$ cat config.mk
export PLATFORM = sky130hd
export DESIGN_NAME = clkgate_ctrl_flat
export DESIGN_NICKNAME = d
export VERILOG_FILES = /design/src/rtl/clkgate_pkg.sv /design/src/rtl/clkgate_ctrl_if.sv /design/src/rtl/clkgate_ctrl_sat_cnt.sv /design/src/rtl/clkgate_ctrl.sv /design/src/flat_wrapper.sv
export SDC_FILE = /design/constraint.sdc
export NUM_CORES = 1
export LEC_CHECK = 0
export BUFFER_PORTS_ARGS = -buffer_cell sky130_fd_sc_hd__buf_2
export CAP_MARGIN = 0
export CORE_MARGIN = 1.5
export CORE_UTILIZATION = 50
export CTS_CLUSTER_SIZE = 10
export DETAILED_ROUTE_END_ITERATION = 16
export PLACE_DENSITY = 0.7
export SETUP_SLACK_MARGIN = 0.1
export SLEW_MARGIN = 0
export SYNTH_ARGS = -nofsm -noshare
export SYNTH_HDL_FRONTEND = slang
export SYNTH_HIERARCHICAL = 1
export SYNTH_SLANG_ARGS = --single-unit
$ cat constraint.sdc
create_clock -name clk -period 1.65 [get_ports clk]
set_input_delay 0.0825 -clock clk [delete_from_list [all_inputs] [get_ports clk]]
set_output_delay 0.0825 -clock clk [all_outputs]
set_load 0.01 [all_outputs]
$ cat src/rtl/clkgate_pkg.sv
// rtl/clkgate_pkg.sv - shared state encoding and default constants for the clock-gate controller
package clkgate_pkg;

  typedef enum logic [1:0] {
    OFF  = 2'd0,
    WAKE = 2'd1,
    ON   = 2'd2,
    IDLE = 2'd3
  } state_e;

  localparam int DEF_WAKE_CYC = 2;
  localparam int DEF_IDLE_CYC = 8;
  localparam int STATS_W      = 32;

endpackage

$ cat src/rtl/clkgate_ctrl_if.sv
// rtl/clkgate_ctrl_if.sv - requester handshake and gate-enable bundle between requesters and the controller
interface clkgate_ctrl_if #(
  parameter int NREQ = 4
);

  logic [NREQ-1:0] req;
  logic [NREQ-1:0] ack;
  logic            force_on;
  logic            gate;
  logic            busy;

  modport master (
    output req,
    output force_on,
    input  ack,
    input  gate,
    input  busy
  );

  modport slave (
    input  req,
    input  force_on,
    output ack,
    output gate,
    output busy
  );

endinterface

$ cat src/rtl/clkgate_ctrl_sat_cnt.sv
// rtl/clkgate_ctrl_sat_cnt.sv - saturating up-counter with synchronous clear (clear beats increment)
module clkgate_ctrl_sat_cnt
  import clkgate_pkg::*;
#(
  parameter int W = STATS_W
) (
  input  logic         clk,
  input  logic         rst_n,
  input  logic         i_clr,
  input  logic         i_inc,
  output logic [W-1:0] o_cnt
);

  logic [W-1:0] r_cnt;

  always_ff @(posedge clk or negedge rst_n) begin
    if (!rst_n) begin
      r_cnt <= '0;
    end else if (i_clr) begin
      r_cnt <= '0;
    end else if (i_inc && (r_cnt != '1)) begin
      r_cnt <= r_cnt + 1'b1;
    end
  end

  assign o_cnt = r_cnt;

endmodule

$ cat src/rtl/clkgate_ctrl.sv
// rtl/clkgate_ctrl.sv - clock-gate enable controller: wake settle, idle hysteresis, per-requester ack
// Optional CLKGATE_CTRL_STATS_EN adds stats_clr / off_cycles (cycles spent gated off).
module clkgate_ctrl
  import clkgate_pkg::*;
#(
  parameter int NREQ     = 4,
  parameter int WAKE_CYC = DEF_WAKE_CYC,
  parameter int IDLE_CYC = DEF_IDLE_CYC,
  parameter int CW       = 8
) (
  input logic           clk,
  input logic           rst_n,
  clkgate_ctrl_if.slave bus
`ifdef CLKGATE_CTRL_STATS_EN
  ,
  input  logic               stats_clr,
  output logic [STATS_W-1:0] off_cycles
`endif
);

  localparam int WW = 4;

  state_e          r_state;
  state_e          w_state_nxt;
  logic [WW-1:0]   r_wake_cnt;
  logic [WW-1:0]   w_wake_nxt;
  logic [CW-1:0]   r_idle_cnt;
  logic [CW-1:0]   w_idle_nxt;
  logic [NREQ-1:0] r_ack;
  logic [NREQ-1:0] w_ack_nxt;
  logic            r_gate;
  logic            r_busy;
  logic            w_any_req;

  // force_on wakes the domain like a requester but never earns an ack
  assign w_any_req = (|bus.req) | bus.force_on;

  always_comb begin
    w_state_nxt = r_state;
    w_wake_nxt  = r_wake_cnt;
    w_idle_nxt  = r_idle_cnt;
    case (r_state)
      OFF: begin
        if (w_any_req) begin
          w_state_nxt = WAKE;
          w_wake_nxt  = WW'(WAKE_CYC - 1);
        end
      end
      WAKE: begin
        if (r_wake_cnt == '0) begin
          w_state_nxt = ON;
        end else begin
          w_wake_nxt = r_wake_cnt - 1'b1;
        end
      end
      ON: begin
        if (!w_any_req) begin
          w_state_nxt = IDLE;
          w_idle_nxt  = CW'(IDLE_CYC - 1);
        end
      end
      IDLE: begin
        if (w_any_req) begin
          w_state_nxt = ON;
        end else if (r_idle_cnt == '0) begin
          w_state_nxt = OFF;
        end else begin
          w_idle_nxt = r_idle_cnt - 1'b1;
        end
      end
      default: w_state_nxt = OFF;
    endcase
    w_ack_nxt = (w_state_nxt == ON) ? bus.req : '0;
  end

  always_ff @(posedge clk or negedge rst_n) begin
    if (!rst_n) begin
      r_state    <= OFF;
      r_wake_cnt <= '0;
      r_idle_cnt <= '0;
      r_ack      <= '0;
      r_gate     <= 1'b0;
      r_busy     <= 1'b0;
    end else begin
      r_state    <= w_state_nxt;
      r_wake_cnt <= w_wake_nxt;
      r_idle_cnt <= w_idle_nxt;
      r_ack      <= w_ack_nxt;
      r_gate     <= (w_state_nxt != OFF);
      r_busy     <= (w_state_nxt != OFF);
    end
  end

  assign bus.ack  = r_ack;
  assign bus.gate = r_gate;
  assign bus.busy = r_busy;

`ifdef CLKGATE_CTRL_STATS_EN
  clkgate_ctrl_sat_cnt #(
    .W (STATS_W)
  ) u_off_cnt (
    .clk   (clk),
    .rst_n (rst_n),
    .i_clr (stats_clr),
    .i_inc (~r_gate),
    .o_cnt (off_cycles)
  );
`endif

endmodule

$ cat src/flat_wrapper.sv
// flat-port wrapper written by rule: the top's interface ports become plain ports
module clkgate_ctrl_flat import clkgate_pkg::*;
#(
  parameter int NREQ     = 4,
  parameter int WAKE_CYC = DEF_WAKE_CYC,
  parameter int IDLE_CYC = DEF_IDLE_CYC,
  parameter int CW       = 8
)
  (clk, rst_n, bus_req, bus_force_on, bus_ack, bus_gate, bus_busy);
  clkgate_ctrl_if #(.NREQ(NREQ)) bus_i ();
  input logic clk;
  input logic rst_n;
  input wire logic [$bits(bus_i.req)-1:0] bus_req;
  input wire logic [$bits(bus_i.force_on)-1:0] bus_force_on;
  output wire logic [$bits(bus_i.ack)-1:0] bus_ack;
  output wire logic [$bits(bus_i.gate)-1:0] bus_gate;
  output wire logic [$bits(bus_i.busy)-1:0] bus_busy;
  assign bus_i.req = bus_req;
  assign bus_i.force_on = bus_force_on;
  assign bus_ack = bus_i.ack;
  assign bus_gate = bus_i.gate;
  assign bus_busy = bus_i.busy;
  clkgate_ctrl #(.NREQ(NREQ), .WAKE_CYC(WAKE_CYC), .IDLE_CYC(IDLE_CYC), .CW(CW)) u_core (.clk(clk), .rst_n(rst_n), .bus(bus_i));
endmodule
Yosys cells after proc, flatten, opt, wreduce, memory -nomap -nowiden
Cells that the tools add are included.

word-level totals
  bits in registers = 19
  latch bits = 0
  RAM bits = 0
  memory bits (read-only) = 0
  input port bits = 7
  output and inout bits = 6
  word-level logic and storage cells = 40
  memories = 0

operators by class
  add/sub/neg operators = 2
  multipliers = 0
  div/mod/pow operators = 0
  $lt $le $gt $ge = 0
  equal/unequal tests = 9
  shifts and indexed selects = 0
  mux-type cells = 14
  bitwise logic cells = 1
  reductions and logical operators = 9

operators with widths
  cell                                                                   count
  8-bit two-way mux                                                      3
  8-bit case mux with 2 select lines                                     1
  4-bit two-way mux                                                      3
  2-bit two-way mux                                                      5
  8-bit zero test                                                        1
  2-bit != test, second input constant                                   4
  2-bit case mux with 4 select lines                                     1
  4-bit case mux with 2 select lines                                     1
  8-bit by 1-bit subtractor with 8-bit output, second input constant     1
  2-bit equality test, second input constant                             3
  2-bit nonzero test                                                     3
  4-bit zero test                                                        1
  4-bit AND reduction                                                    1
  4-bit OR reduction                                                     1
  4-bit by 1-bit subtractor with 4-bit output, second input constant     1
  3-bit AND reduction                                                    1
  2-bit by 1-bit equality test with 1-bit output, second input constant  1
  2-bit zero test                                                        1
  2-bit by 1-bit != test with 1-bit output, second input constant        1
  1-bit OR                                                               1

Depth between registers and ports, before layout
  depth after elaboration = 6
  gate-level depth with buffers = 7
  depth with buffers taken out = 6

Worst setup path after synthesis
No wires, ideal clock.

  path kind = reg-to-reg
  start = register u_core.r_idle_cnt[0]
  end = register u_core.r_idle_cnt[3]
  library setup time = 0.077 ns
  data arrival time = 1.578 ns
  required time = 1.573 ns
  setup slack = -0.005 ns
  cell stages (with the launch flop) = 7
  buffers on the path = 1
  period minus slack after synthesis = 1.655 ns
  cells stage by stage = dfrtp_1 > inv_1 > ha_1 > and4_1 > buf_2 > or4_1 > a21oi_1

between the ends
  longest elaborated chain between the ends = 4
  elaborated cells between the ends (all ways) = 7
  classes of those cells = add/sub (1); eq/ne (1); mux (3); reduce/logical (2)

RTL lines
  what                                         line                RTL
  start: declaration                           clkgate_ctrl.sv:27  logic [CW-1:0] r_idle_cnt;
  start signal: assignment                     clkgate_ctrl.sv:87  r_idle_cnt <= w_idle_nxt;
  8-bit by 1-bit subtractor with 8-bit output  clkgate_ctrl.sv:68  w_idle_nxt = r_idle_cnt - 1'b1;
  8-bit two-way mux                            clkgate_ctrl.sv:65  end else if (r_idle_cnt == '0) begin
  8-bit two-way mux                            clkgate_ctrl.sv:63  if (w_any_req) begin
  8-bit case mux with 2 select lines           clkgate_ctrl.sv:42  case (r_state)

Parallel ways exist; a longest one is shown, timed or not. The select of a mux whose other input is x is not followed.
A chain may end at the register's enable or synchronous reset.

Final worst setup path
  start = register u_core.r_idle_cnt[4]
  end = register u_core.r_idle_cnt[7]

Same word-level chain as after synthesis.

==> results.cfg <==
[outcome]
status = finished, violations left
violations = negative setup slack

[sta]
finClkSkew_ps = 8.511
setup_tns_ps = -60.82
rsz0062_at_grt = true
fin_ws_ps = -44.66
finalMaxSlewViolations = 0
fmax_ghz = 0.5901
relSlewSlack = 0.7105
setup_viol = 2
tightest_slew_ps = 434.3
hold_ws_ps = 52.26
finalHoldViolCount = 0
layout_worst_path_cycle_share = 1.027
fin_crit_ps = 1695

[setup_path]
r2r_setup_slack_ps = -40
worstReg2RegStart = u_core/r_idle_cnt[4]$_DFFE_PN0P_
cp.arrival_ps = 1930
end_kind = register
endpoint = u_core/r_idle_cnt[7]$_DFFE_PN0P_
cp-start-kind = register
cp_max_fo = 5
critical_path_required_ps = 1880
crit_path_start = u_core/r_idle_cnt[4]$_DFFE_PN0P_
worst-r2r-cell-count = 4
r2r_end = u_core/r_idle_cnt[7]$_DFFE_PN0P_
critPathKind = reg2reg

[cts]
clockBufferDepth = 2
cts_buffers = 3
htreeDepth = 1
clock-sinks = 19
clock_latency_ps = 300
cts_tree = done
cts-root-buf = clkbuf_4
clkTransAtPathRegs_ps = 110

[detailed_routing]
drc = 0
dr_total_vias = 897
route.final.wire_length_um = 2206
ant_nets = 0
drt-pass1-iter-count = 4
viasPerCell = 5.642
drt_iter0_drc = 27
avgRoutedWirePerCell_um = 13.87

[die]
fp.dieH_um = 48.22
fp.dieW_um = 48.22
core-area_mm2 = 0.001942
io_pins = 13
die_area_mm2 = 0.002325
rows = 16
start_util = 0.5264

[min_path]
holdCritPathClass = in2reg

[pwr]
p_total_mw = 1.104
p_leak_nw = 0.5365
p_per_area_mw_per_mm2 = 860.9
ir_worst_vdd_mv = 0.6349

[final_layout]
nets = 143
layout-drive-gt1-share = 0.3485
design_area_mm2 = 0.001282
diodes = 0
final-seq-area_um2 = 475.5
multi_input_area_um2 = 545.5
syn_to_final_growth_pct = 25.46
nFillCells = 165

[synth]
yosys-top-cells-area = dfrtp_1, a21oi_1, nor4_4
yosysWarnings = 6
synth-async-reset-ratio = 1.000
synth_top_area_cell = dfrtp_1
syn-instance-count = 104
synth_most_common_cell = dfrtp_1
syn_area_mm2 = 0.001022
ys_seq_area_frac = 0.4651
synth_area_per_cell_um2 = 9.829
syn_nets = 114
synth_ff_type = dfrtp_1
synth_edf_count = 0
netlist.area_leader.share = 0.4651
ys_ff_latch = 19
synthDistinctLibCells = 35
synth_commonest_cells = dfrtp_1, a21oi_1, nor2_1, nand2_1, o21ai_0

[global_route]
grt_overflow = 0
grt_pass1_wl_um = 3560
grt_pass1_vias = 840
grt_max_degree = 20
grt.total_usage = 0.2226
antenna_found_initial = 0

[placement]
pre_cts_ws_ps = -45.56
placed_area_mm2 = 0.001180
portBuffers = 12
hpwl_um = 1534
gp_congestion = 0.7888

[run]
cap_violations = 0
per-stage QoR:
step | std cells | util
after floorplan | 104 | -
after global placement | 149 | 0.6076
after detailed placement | 149 | 0.6076
after CTS | 157 | 0.6418
after global routing | 159 | 0.6604
final | 159 | 0.6604
what timing repair did:
action | 4_1_cts | 5_1_grt
hold buffers | 1 | 0
gates resized for setup | 3 | 6
endpoints found under the setup margin | 12 | 9
buffers inserted | 3 | 2
pin swaps | 3 | 4
hold endpoints to repair | 19 | 0
layer usage:
layer | part of all wire | vias up | track usage | wire (um)
met3 | 0.059 | 6 | 0.03704 | 131
met5 | 0 | - | 0 | 0
met4 | 0.019 | 0 | 0.09730 | 42
met1 | 0.44 | 424 | 0.2847 | 975
li1 | - | 433 | - | -
met2 | 0.48 | 34 | 0.3684 | 1057
registers in the layout (all words and copies together), names as in the netlist:
signal,count
u_core/r_state,2
u_core/bus.ack,4
u_core/r_idle_cnt,8
u_core/bus.busy,1
u_core/r_wake_cnt,4
worst min path at each step:
stage	startpoint	endpoint	slack (ps)	depth (start not counted)
2_1_floorplan	rst_n	u_core/bus.ack[0]$_DFF_PN0_	-210	0
3_3_place_gp	rst_n	u_core/bus.ack[2]$_DFF_PN0_	40	1
3_5_place_dp	rst_n	u_core/bus.ack[2]$_DFF_PN0_	50	1
4_1_cts	bus_req[0]	u_core/bus.busy$_DFF_PN0_	30	2
5_1_grt	bus_req[3]	u_core/bus.ack[3]$_DFF_PN0_	50	2
6_report	bus_req[0]	u_core/bus.busy$_DFF_PN0_	50	2
cell families (layout without fill, tap and decap cells):
logic type	after synthesis	in the layout	synth area share
compound gates	23	23	0.1322
xor+xnor	2	2	0.01714
fa+ha+maj	3	3	0.03672
buf+inv	9	37	0.04528
flops	19	19	0.4651
mux	1	1	0.009792
simple gates	47	47	0.2938
area by class of cell:
cell class | instances | share of cell area
multi-input combinational | 76 | 0.4254
tap | 27 | 0.02634
inverter | 5 | 0.01463
clock buffer | 4 | 0.02049
timing repair buffer | 28 | 0.1424
sequential | 19 | 0.3707
cell usage in the layout (no fill, tap or decap), types with 2 or more instances in the layout:
| master | instances |
|---|---|
| nor3_1 | 2 |
| nand3_1 | 3 |
| and2_1 | 3 |
| and2_2 | 2 |
| inv_1 | 3 |
| o21ai_0 | 3 |
| ha_1 | 2 |
| nand2_1 | 7 |
| clkbuf_4 | 3 |
| o21ai_1 | 2 |
| or4_1 | 4 |
| xor2_1 | 2 |
| or3_1 | 2 |
| buf_4 | 15 |
| nand4_1 | 2 |
| nor4_4 | 2 |
| nor2_1 | 8 |
| inv_2 | 2 |
| a21oi_1 | 7 |
| a21oi_2 | 2 |
| nand2b_1 | 2 |
| dfrtp_1 | 19 |
| buf_2 | 12 |
| o31ai_1 | 3 |
power by group:
part | leakage [nW] | total [mW] | internal [mW] | switching (mW)
combinational | 0.306 | 0.272 | 0.132 | 0.140
sequential | 0.215 | 0.598 | 0.534 | 0.0637
clock | 0.0150 | 0.235 | 0.0941 | 0.140
worst max-delay path, stage by stage, from the launching register on:
cell and delay (ps):
dfrtp_1 430, nor4_4 370, nand4b_1 180, or4_1 500
a21oi_1 160
Power figures use the tool's default switching activity.
